--- src/rtl/iob_fp_div_rm.sv ---
// iob_fp_div_rm: iterative IEEE-754 divider with a radix-2 restoring mantissa divide,
// RNE/RTZ rounding and full exception flags; subnormal operands are flushed to zero.
module iob_fp_div_rm #(
    parameter int DATA_W = 32,
    parameter int EXP_W  = 8
) (
    input  logic              clk_i,
    input  logic              rst_i,
    input  logic              start_i,
    input  logic              rnd_i,
    input  logic [DATA_W-1:0] op_a_i,
    input  logic [DATA_W-1:0] op_b_i,
    output logic              busy_o,
    output logic              done_o,
    output logic [DATA_W-1:0] res_o,
    output logic              overflow_o,
    output logic              underflow_o,
    output logic              invalid_o,
    output logic              div_zero_o,
    output logic              inexact_o
);
    localparam int F    = DATA_W - EXP_W - 1;
    localparam int BIAS = 2 ** (EXP_W - 1) - 1;
    localparam int EW   = EXP_W + 2;
    localparam int CW   = $clog2(F + 4);

    typedef enum logic [2:0] {IDLE, UNPACK, DIV, NORM, ROUND} state_t;
    state_t state_q, state_d;

    logic [DATA_W-1:0] a_q, b_q, res_q;
    logic              rnd_q, g_q, r_q, s_q;
    logic              ovf_q, unf_q, inv_q, dz_q, inx_q, done_q;
    logic [EW-1:0]     exp_q;
    logic [F:0]        mb_q;
    logic [F+1:0]      rem_q;
    logic [F+3:0]      quo_q;
    logic [CW-1:0]     cnt_q;
    logic [F-1:0]      man_q;

    logic [EXP_W-1:0]  ea, eb;
    logic [F-1:0]      fa, fb, frac;
    logic              sgn, a_nan, b_nan, a_inf, b_inf, a_zero, b_zero, any_nan;
    logic              special, sp_inv, sp_dz, ge, rem_nz, inc, cy, unf, ovf;
    logic [F:0]        diff;
    logic [EW-1:0]     e_r;
    logic [DATA_W-1:0] qnan, inf_w, zero_w, max_w, sp_res, n_res;

    // a_q/b_q are stable for the whole operation, so classification stays combinational
    assign ea      = a_q[DATA_W-2:F];
    assign eb      = b_q[DATA_W-2:F];
    assign fa      = a_q[F-1:0];
    assign fb      = b_q[F-1:0];
    assign sgn     = a_q[DATA_W-1] ^ b_q[DATA_W-1];
    assign a_nan   = (&ea) & (|fa);
    assign b_nan   = (&eb) & (|fb);
    assign a_inf   = (&ea) & ~(|fa);
    assign b_inf   = (&eb) & ~(|fb);
    assign a_zero  = ~(|ea);
    assign b_zero  = ~(|eb);
    assign any_nan = a_nan | b_nan;
    assign special = any_nan | a_inf | b_inf | a_zero | b_zero;
    assign sp_inv  = ~any_nan & ((a_zero & b_zero) | (a_inf & b_inf));
    assign sp_dz   = ~any_nan & b_zero & ~a_zero & ~a_inf;

    assign qnan   = {1'b0, {EXP_W{1'b1}}, 1'b1, {(F-1){1'b0}}};
    assign inf_w  = {sgn, {EXP_W{1'b1}}, {F{1'b0}}};
    assign zero_w = {sgn, {(DATA_W-1){1'b0}}};
    assign max_w  = {sgn, {(EXP_W-1){1'b1}}, 1'b0, {F{1'b1}}};
    assign sp_res = (any_nan | sp_inv) ? qnan : (b_zero | a_inf) ? inf_w : zero_w;

    assign ge     = rem_q >= {1'b0, mb_q};
    assign diff   = (F+1)'(rem_q - (ge ? {1'b0, mb_q} : '0));
    assign rem_nz = |rem_q;

    assign inc       = ~rnd_q & g_q & (r_q | s_q | man_q[0]);
    assign {cy, frac} = {1'b0, man_q} + (F+1)'(inc);
    assign e_r       = exp_q + EW'(cy);
    assign unf       = exp_q[EW-1] | ~(|exp_q);
    assign ovf       = ~unf & (e_r >= EW'(2 ** EXP_W - 1));
    assign n_res     = unf ? zero_w : ovf ? (rnd_q ? max_w : inf_w) : {sgn, e_r[EXP_W-1:0], frac};

    always_ff @(posedge clk_i) begin
        if (rst_i) state_q <= IDLE;
        else       state_q <= state_d;
    end

    always_comb begin
        state_d = state_q;
        case (state_q)
            IDLE:    state_d = start_i ? UNPACK : IDLE;
            UNPACK:  state_d = special ? ROUND : DIV;
            DIV:     state_d = (cnt_q == CW'(F + 3)) ? NORM : DIV;
            NORM:    state_d = ROUND;
            ROUND:   state_d = IDLE;
            default: state_d = IDLE;
        endcase
    end

    always_ff @(posedge clk_i) begin
        if (rst_i) begin
            res_q  <= '0;
            ovf_q  <= 1'b0;
            unf_q  <= 1'b0;
            inv_q  <= 1'b0;
            dz_q   <= 1'b0;
            inx_q  <= 1'b0;
            done_q <= 1'b0;
        end else begin
            done_q <= 1'b0;
            case (state_q)
                IDLE: if (start_i) begin
                    a_q   <= op_a_i;
                    b_q   <= op_b_i;
                    rnd_q <= rnd_i;
                end
                UNPACK: begin
                    exp_q <= EW'(ea) - EW'(eb) + EW'(BIAS);
                    mb_q  <= {1'b1, fb};
                    rem_q <= {2'b01, fa};
                    quo_q <= '0;
                    cnt_q <= '0;
                end
                DIV: begin
                    rem_q <= {diff, 1'b0};
                    quo_q <= {quo_q[F+2:0], ge};
                    cnt_q <= cnt_q + 1'b1;
                end
                NORM: begin
                    man_q <= quo_q[F+3] ? quo_q[F+2:3] : quo_q[F+1:2];
                    g_q   <= quo_q[F+3] ? quo_q[2] : quo_q[1];
                    r_q   <= quo_q[F+3] ? quo_q[1] : quo_q[0];
                    s_q   <= (quo_q[F+3] & quo_q[0]) | rem_nz;
                    exp_q <= quo_q[F+3] ? exp_q : exp_q - 1'b1;
                end
                ROUND: begin
                    done_q <= 1'b1;
                    res_q  <= special ? sp_res : n_res;
                    ovf_q  <= ~special & ovf;
                    unf_q  <= ~special & unf;
                    inv_q  <= special & sp_inv;
                    dz_q   <= special & sp_dz;
                    inx_q  <= ~special & (g_q | r_q | s_q | unf | ovf);
                end
                default: ;
            endcase
        end
    end

    assign busy_o      = state_q != IDLE;
    assign done_o      = done_q;
    assign res_o       = res_q;
    assign overflow_o  = ovf_q;
    assign underflow_o = unf_q;
    assign invalid_o   = inv_q;
    assign div_zero_o  = dz_q;
    assign inexact_o   = inx_q;
endmodule

--- config.mk ---
export PLATFORM = sky130hd
export DESIGN_NAME = iob_fp_div_rm
export DESIGN_NICKNAME = d
export VERILOG_FILES = /design/src/rtl/iob_fp_div_rm.sv
export SDC_FILE = /design/constraint.sdc
export NUM_CORES = 1
export LEC_CHECK = 0
export CORE_ASPECT_RATIO = 0.8
export CORE_MARGIN = 3
export CORE_UTILIZATION = 39
export DETAILED_ROUTE_END_ITERATION = 8
export GPL_TIMING_DRIVEN = 0
export PLACE_DENSITY = 0.62
export SYNTH_ARGS = -nofsm -noshare
export SYNTH_HDL_FRONTEND = slang
export SYNTH_SLANG_ARGS = --single-unit
--- constraint.sdc ---
create_clock -name clk_i -period 7.6 [get_ports clk_i]
set_input_delay 1.52 -clock clk_i [delete_from_list [all_inputs] [get_ports clk_i]]
set_output_delay 1.52 -clock clk_i [all_outputs]
set_load 0.02 [all_outputs]
-- Yosys cells after proc, flatten, opt, wreduce, memory -nomap -nowiden
Index checks and enable logic that the tools add are counted.
- input bits: 68
- logic and storage cells: 119
- flip-flop bits (word level): 222
- output and inout bits: 39
- equality and inequality tests: 6
- add/subtract/negate cells: 7
- mux-type cells: 20
- magnitude comparators: 2
- bitwise gates (word level): 47
- reduce and logical (&&, ||, !) cells: 17
- operators by type and width (operator ; number):
    31-bit 2-to-1 mux ; 3
    32-bit 2-to-1 mux ; 2
    27-bit case mux with 2 select lines ; 1
    25-bit case mux with 2 select lines ; 1
    24-bit 2-to-1 mux ; 2
    23-bit OR reduction ; 2
    25-bit by 24-bit >= comparator with 1-bit output ; 1
    25-bit OR reduction ; 1
    23-bit by 1-bit adder with 24-bit output ; 1
    24-bit subtractor ; 1
    23-bit 2-to-1 mux ; 1
    10-bit case mux with 2 select lines ; 1
    1-bit bitwise AND ; 19
    1-bit OR ; 16
    8-bit AND reduction ; 2
    8-bit OR reduction ; 2
    3-bit case mux with 4 select lines ; 1
    1-bit inverter ; 11
    10-bit by 1-bit adder with 10-bit output ; 1
    9-bit by 8-bit adder with 10-bit output, second input constant ; 1
    10-bit by 8-bit >= comparator with 1-bit output, second input constant ; 1
    10-bit 2-to-1 mux ; 1
    5-bit case mux with 2 select lines ; 1
    10-bit OR reduction ; 1
    16 further kinds ; 25

-- Depth between registers and ports, before layout
Gate-level depths: netlist of run 1.
- depth in word-level cells: 10
- mapped depth: 20
- depth with buffers taken out: 19

-- Worst setup path after synthesis of run 1
OpenSTA, ideal clock, no wires.
- path type: input -> register
- start point: in rst_i
- end point: reg cnt_q[0] (enable)
- buffers on the path: 2
- data arrival time: 5.920 ns
- setup slack: 1.129 ns
- stages: 3
- required time: 7.049 ns
- library setup time: 0.551 ns
- cell sequence: clkbuf_1 -> clkbuf_1 -> o21ai_0
- longest elaborated chain between the ends: 2
- RTL lines (element ; RTL line ; text):
    from (decl) ; 8 ; input logic rst_i,
    1-bit inverter (no line) ; - ;
    2-bit AND reduction (no line) ; - ;
    to (signal assigned) ; 126 ; cnt_q <= cnt_q + 1'b1;
    to (decl) ; 37 ; logic [CW-1:0] cnt_q;
Every way passes these cells.
A chain may end at the register's enable or synchronous reset.

-- Worst setup path in the final report of run 1
- start point: reg mb_q[20]
- end point: reg rem_q[15] (data pin)
- longest elaborated chain between the ends: 4
- RTL lines (element ; RTL line ; text):
    from (decl) ; 34 ; logic [F:0] mb_q;
    from (signal assigned) ; 118 ; mb_q <= {1'b1, fb};
    25-bit by 24-bit >= comparator with 1-bit output ; 71 ; assign ge = rem_q >= {1'b0, mb_q};
    24-bit 2-to-1 mux ; 72 ; assign diff = (F+1)'(rem_q - (ge ? {1'b0, mb_q} : '0));
    24-bit subtractor ; 72 ;
    25-bit case mux with 2 select lines ; 110 ; case (state_q)
    to (signal assigned) ; 119 ; rem_q <= {2'b01, fa};
    to (signal assigned) ; 124 ; rem_q <= {diff, 1'b0};
    to (decl) ; 35 ; logic [F+1:0] rem_q;
Every way passes these cells.

==> run_results.csv, run 1 <==
group,metric,value,unit
sta,hold_slack,452,ps
layout,antenna-diode-count,0,
critical_path,cell_with_the_biggest_individual_delay_on_the_critical_path,"fa_1",
synthesis,postSynthAreaPerCell,11.0,µm²
power,static-leakage-power,5.00,nW
run,cap_violations,0,
clocking,post_cts_hold_buffer_count,0,
clocking,cts-htree-levels,1,
placed_design,gpl.final_weighted_congestion,0.871,
critical_path,cp_max_fo,10,
grt,gr_util_met3,3.12,%
sta,timing.final.crit_period,5030,ps
clocking,cts_setup_buffers,0,
critical_path,required,7840,ps
grt,antenna_found_initial,0,
clocking,clk_pin_slew_worst_paths,60,ps
floorplan,die-width,197,µm
grt,first_global_vias,8041,
routing,vias_per_cell,5.30,
sta,worst_clock_skew,12.1,ps
clocking,cts_buffers,24,
grt,grt.met2_usage,27.0,%
sta,number_of_hold_violations_in_the_final_report,0,
critical_path,timing.setup.critical_path_class,"reg -> reg",
synthesis,ys_async_sr_fraction,0,%
synthesis,synth_seq_cells,222,
sta,setup-violations-final,0,
synthesis,syn_area,11400,µm²
power,cellPowerDensity,212,nW/µm²
clocking,cts_resized,0,
routing,detail_route.wirelength,27.6,mm
critical_path,worstSetupStartpointType,"register",
critical_path,worstPathCellList,"inv_1 > ha_1 > nand2_1 > o21ai_0 > o2111ai_1 > o32ai_1 > or3_1 > clkbuf_1 > clkbuf_1 > nand2_1 > fa_1 > a211oi_1 > o21bai_1 > a21oi_1 > o211ai_1 > a31oi_1 > xor2_1 > o21ai_0",
placed_design,detailedPlacementHpwl,20.4,mm
placed_design,portBuffers,105,
synthesis,ys.warnings.count,0,
synthesis,synth-edff-count,181,
layout,mostFrequentLayoutCell,"edfxtp_1",
routing,detail-route-antenna-nets,0,
routing,remaining_drc_errors,0,
synthesis,yosys.area.top_type_share,47.7,%
routing,detailedRoute.firstIterationViolations,576,
sta,timing_max_transition_violations_final,0,
routing,firstDrtPassIters,6,
worst_hold_path,worst_hold_path_type,"reg -> reg",
floorplan,fp-row-count,55,
critical_path,setup.worst_path.end_class,"register",
layout,finalNetCount,1297,
synthesis,synth_cell_types,62,
layout,mostFrequentLayoutCells,"edfxtp_1, nand2_1, clkdlybuf4s50_1",
layout,final_standard_cell_count_with_taps_included_and_fillers_excluded,1554,
grt,globalRouteTotalUtil,17.4,%
grt,grt_overflow_total,0,
floorplan,dieArea,31300,µm²
synthesis,biggest_area_contributors_in_the_synthesized_netlist,"edfxtp_1, dfxtp_1, ha_1",
placed_design,dp.cells,1510,
routing,route.vias.total,8241,
clocking,tritoncts_num_sinks,222,
synthesis,yosysTopAreaCell,"edfxtp_1",
routing,wire_per_inst,17.7,µm
clocking,clock_tree.root_cell,"clkbuf_16",
floorplan,core,28500,µm²
clocking,ctsLongestPathBuffers,3,
grt,grt_start_max_net_pins,66,
power,vdd.ir_drop.worst,161,µV
floorplan,y_dimension_of_the_die,159,µm
layout,postLayoutCoreUtil,48.3,%
sta,min_period_over_period,66.1,%
sta,tightest_slew,1000,ps
critical_path,crit_path_max_incr_delay,490,ps
sta,grt_setup_unrepaired,"no",
clocking,cts_tree,"done",
sta,fmax,199,MHz
synthesis,synthFlopType,"edfxtp_1",
layout,share_of_layout_cells_above_drive_strength_1,7.18,%
floorplan,floorplan.io_pins,107,
clocking,clk_latency,520,ps
grt,grt_use_met1,25.7,%
synthesis,postSynthNetCount,1163,
floorplan,effective_utilization_at_floorplan,40.0,%
power,p_total,2.92,mW
synthesis,yosysSeqAreaShare,55.0,%
layout,layout-area-overhead-vs-synth,20.9,%
status,status,"finished, final reports clean",
sta,max-slew-margin-rel,32.8,%
grt,gr-max-usage-layer,"met2",
critical_path,arrival_time_worst_endpoint,5260,ps
grt,first_pass_grt_wire_length,44.1,mm
synthesis,syn-instance-count,1032,
critical_path,rrSetupSlack,2570,ps
## worst max-delay path: cells and delay by family, from the launching register on
| family | cells | cell delay [ps] |
|---|---|---|
| AO/OA/AOI/OAI | 9 | 2190 |
| XOR/XNOR | 1 | 210 |
| adder cells (fa/ha/maj) | 2 | 780 |
| buffers and inverters | 3 | 720 |
| flip-flops | 1 | 420 |
| AND/OR/NAND/NOR | 3 | 400 |
## sequential cells by signal (all words and copies together) (netlist names)
register / cells
man_q: 23
done_o: 1
rem_q: 25
inexact_o: 1
a_q: 32
underflow_o: 1
invalid_o: 1
div_zero_o: 1
res_o: 32
overflow_o: 1
s_q: 1
state_q: 3
mb_q: 23
rnd_q: 1
g_q: 1
b_q: 32
r_q: 1
quo_q: 27
exp_q: 10
cnt_q: 5
## through the flow
step                TNS, ps  area (µm²)  setup slack, ps
detailed placement        0       13000             2730
floorplan                 0       11400             1130
finish                    0       13800             2570
CTS                       0       13800             2670
global placement     -82660       12900            -1450
global route              0       13800             2200
## layer usage
metal	up-vias	routed length, µm
met4	0	510
met3	32	1300
met1	3943	13900
met5	-	0
met2	187	11900
li1	4079	-
## report_power, final
group,switching [mW],leakage [nW],internal (mW)
registers,0.0357,2.00,1.38
clock network,0.481,0.379,0.661
logic,0.209,2.62,0.159
total,0.725,5.00,2.20
## worst paths after layout
check,end,depth (start not counted),from
max,rem_q[15]$_DFFE_PP_,18,mb_q[20]$_DFFE_PP_
min,res_o[6]$_SDFFE_PP0P_,2,res_o[6]$_SDFFE_PP0P_
max reg2reg,rem_q[15]$_DFFE_PP_,18,mb_q[20]$_DFFE_PP_
min reg2reg,res_o[6]$_SDFFE_PP0P_,2,res_o[6]$_SDFFE_PP0P_
## cells by family after synthesis
kind of cell    count (synthesis)  synth area share (%)
buf+inv                        89                  3.08
fa+ha+maj                      63                  7.06
simple gates                  331                  14.5
flops                         222                  55.0
xor+xnor                       62                  4.77
mux                            32                  3.10
compound gates                233                  12.5
## cell usage after synthesis, types with 6 or more instances
cell and number:
edfxtp_1 181, nand2_1 110, o21ai_0 66, a21oi_1 63, nor2_1 62, ha_1 61
inv_1 50, dfxtp_1 41, and2_1 33, xnor2_1 32, clkbuf_1 31, xor2_1 30
mux2_2 26, nand3_1 25, nand4_1 19, a21o_1 18, nor4_1 17, a211oi_1 13
and3_1 12, nor3_1 12, o21ai_1 11, or4_1 9, a31oi_1 7, o21bai_1 7
a311oi_1 6, mux2i_1 6, o21a_1 6
## final cells by class
cell class / instances / area [µm²]
Buffer: 39 / 163
Clock inverter: 12 / 93.8
Clock buffer: 32 / 674
Timing Repair Buffer: 108 / 1130
Fill cell: 2615 / 14700
Tap cell: 370 / 463
Sequential cell: 222 / 6260
Inverter: 50 / 188
Multi-Input combinational cell: 721 / 4800
Note: power is estimated with default switching activity, not from simulation.
==> run 2: changes to the inputs <==
- PLACE_DENSITY: 0.62 -> 0.64
- clock period: 7.6 -> 4.3 ns (I/O delays scaled with it)
==> run_results.csv, run 2 (same netlist as run 1, synthesis figures left out) <==
group,metric,value,unit
placed_design,dpl_worst_slack,-655,ps
sta,timing.final.crit_period,4210,ps
status,status,"finished, final reports clean",
sta,timing_max_transition_violations_final,0,
routing,detail-route-antenna-nets,0,
clocking,cts-htree-levels,1,
layout,layout-area-overhead-vs-synth,27.6,%
grt,gr_util_met3,2.93,%
critical_path,arrival_time_worst_endpoint,4480,ps
clocking,cts_tree,"done",
critical_path,worstSetupStartpointType,"register",
layout,number_of_fill_cells_in_the_layout,2535,
placed_design,portBuffers,105,
grt,grt_start_max_net_pins,66,
sta,max-slew-margin-rel,33.5,%
grt,grt_overflow_total,0,
critical_path,crit_start,"mb_q[18]$_DFFE_PP_",
routing,wire_per_inst,17.9,µm
critical_path,timing.setup.critical_path_class,"reg -> reg",
layout,mostFrequentLayoutCells,"edfxtp_1, nand2_1, clkdlybuf4s50_1",
power,static-leakage-power,5.23,nW
floorplan,dieArea,31300,µm²
grt,grt.met2_usage,26.9,%
floorplan,fp-row-count,55,
critical_path,r2r.worst_path.cells,18,
sta,number_of_hold_violations_in_the_final_report,0,
placed_design,detailedPlacementHpwl,20.2,mm
routing,remaining_drc_errors,0,
placed_design,gpl.final_weighted_congestion,0.872,
floorplan,effective_utilization_at_floorplan,40.0,%
grt,globalRouteTotalUtil,17.4,%
power,vdd.ir_drop.worst,301,µV
clocking,tritoncts_num_sinks,222,
critical_path,rrSetupSlack,90,ps
grt,grt_use_met1,25.8,%
sta,grt_setup_unrepaired,"yes",
routing,firstDrtPassIters,5,
floorplan,core,28500,µm²
sta,min_period_over_period,97.9,%
critical_path,r2r-end,"rem_q[20]$_DFFE_PP_",
floorplan,floorplan.io_pins,107,
clocking,post_cts_hold_buffer_count,0,
sta,tightest_slew,992,ps
layout,mostFrequentLayoutCell,"edfxtp_1",
layout,finalNetCount,1325,
sta,fmax,238,MHz
clocking,clk_latency,530,ps
grt,antenna_found_initial,0,
run,cap_violations,0,
worst_hold_path,worst_hold_path_type,"reg -> reg",
critical_path,required,4570,ps
grt,first_global_vias,8089,
floorplan,die-width,197,µm
sta,setup-violations-final,0,
critical_path,cp_max_fo,8,
grt,first_pass_grt_wire_length,43.9,mm
sta,worst_clock_skew,26.6,ps
power,p_total,5.45,mW
clocking,clk_pin_slew_worst_paths,60,ps
power,cellPowerDensity,375,nW/µm²
routing,route.vias.total,8525,
routing,vias_per_cell,5.39,
critical_path,crit_path_end,"rem_q[20]$_DFFE_PP_",
worst_hold_path,hold_path_startpoint,"res_o[11]$_SDFFE_PP0P_",
clocking,clock_tree.root_cell,"clkbuf_16",
critical_path,regToRegStartpoint,"mb_q[18]$_DFFE_PP_",
critical_path,setup.worst_path.end_class,"register",
sta,worst_slack,91.7,ps
grt,gr-max-usage-layer,"met2",
layout,antenna-diode-count,0,
clocking,cts_buffers,25,
floorplan,y_dimension_of_the_die,159,µm
routing,detailedRoute.firstIterationViolations,576,
clocking,ctsLongestPathBuffers,3,
layout,share_of_layout_cells_above_drive_strength_1,15.0,%
routing,detail_route.wirelength,28.3,mm
==> run 2: cell types whose count changed in the layout (fill, tap and decap cells not counted), sizes merged <==
cell	delta
bufinv	+2
clkinv	-2
clkinvlp	+1
buf	+29
clkbuf	-2
==> run 2: area by class of cell <==
class / count / area [µm²] / share of cell area, %
tap: 370 / 463 / 3.19
multi-input combinational: 721 / 5220 / 35.9
clock buffer: 32 / 693 / 4.77
inverter: 50 / 188 / 1.29
buffer: 37 / 178 / 1.22
clock inverter: 13 / 153 / 1.05
sequential: 222 / 6260 / 43.1
timing repair buffer: 137 / 1380 / 9.49
==> run 2: routing by layer <==
metal	wire [µm]	up-vias
li1	-	4143
met1	13400	4053
met4	692	0
met3	1710	52
met2	12500	277
met5	0	-
==> run 2: stage by stage <==
step | hold WS [ps] | utilization (%) | TNS (ps) | cell area, µm² | cells
floorplan | 427 | - | 0 | 11400 | 1032
global route | 460 | 51.0 | -223 | 14500 | 1582
CTS | 452 | 48.8 | -1.84 | 13900 | 1556
finish | 449 | 51.0 | 0 | 14500 | 1582
global placement | 437 | 45.3 | -8890 | 12900 | 1507
detailed placement | 438 | 45.6 | -7040 | 13000 | 1510
==> run 2: worst min path at each step <==
stage	end	slack, ps	cells past startpoint
global route	mb_q[19]$_DFFE_PP_	460	0
global placement	mb_q[0]$_DFFE_PP_	440	0
CTS	res_o[12]$_SDFFE_PP0P_	450	2
floorplan	mb_q[10]$_DFFE_PP_	430	0
detailed placement	mb_q[0]$_DFFE_PP_	440	0
finish	res_o[11]$_SDFFE_PP0P_	450	2
==> run 2: power breakdown <==
part / internal, mW / switching [mW] / total (mW) / leakage [nW]
Clock: 1.32 / 0.863 / 2.18 / 0.411
Combinational: 0.351 / 0.413 / 0.764 / 2.82
Sequential: 2.44 / 0.0627 / 2.50 / 2.00
==> run 2: repair_timing <==
item	4_1_cts	5_1_grt
buffers inserted	2	25
pin swaps	2	28
endpoints found under the setup margin	22	43
resized for setup	13	85
cloned	0	2
==> run 2: worst max-delay path, cell delays in order (launching register included) <==
cell and delay (ps):
edfxtp_1 440, inv_2 100, ha_4 220, nand2_2 100
nor2_4 60, and4_1 180, a311oi_2 290, a31oi_4 120
or3_4 500, buf_8 170, nand2_2 80, ha_4 210
a21o_1 200, a21oi_2 140, a21bo_2 250, a221oi_4 430
a211o_1 270, or4b_1 140, nand3_1 60
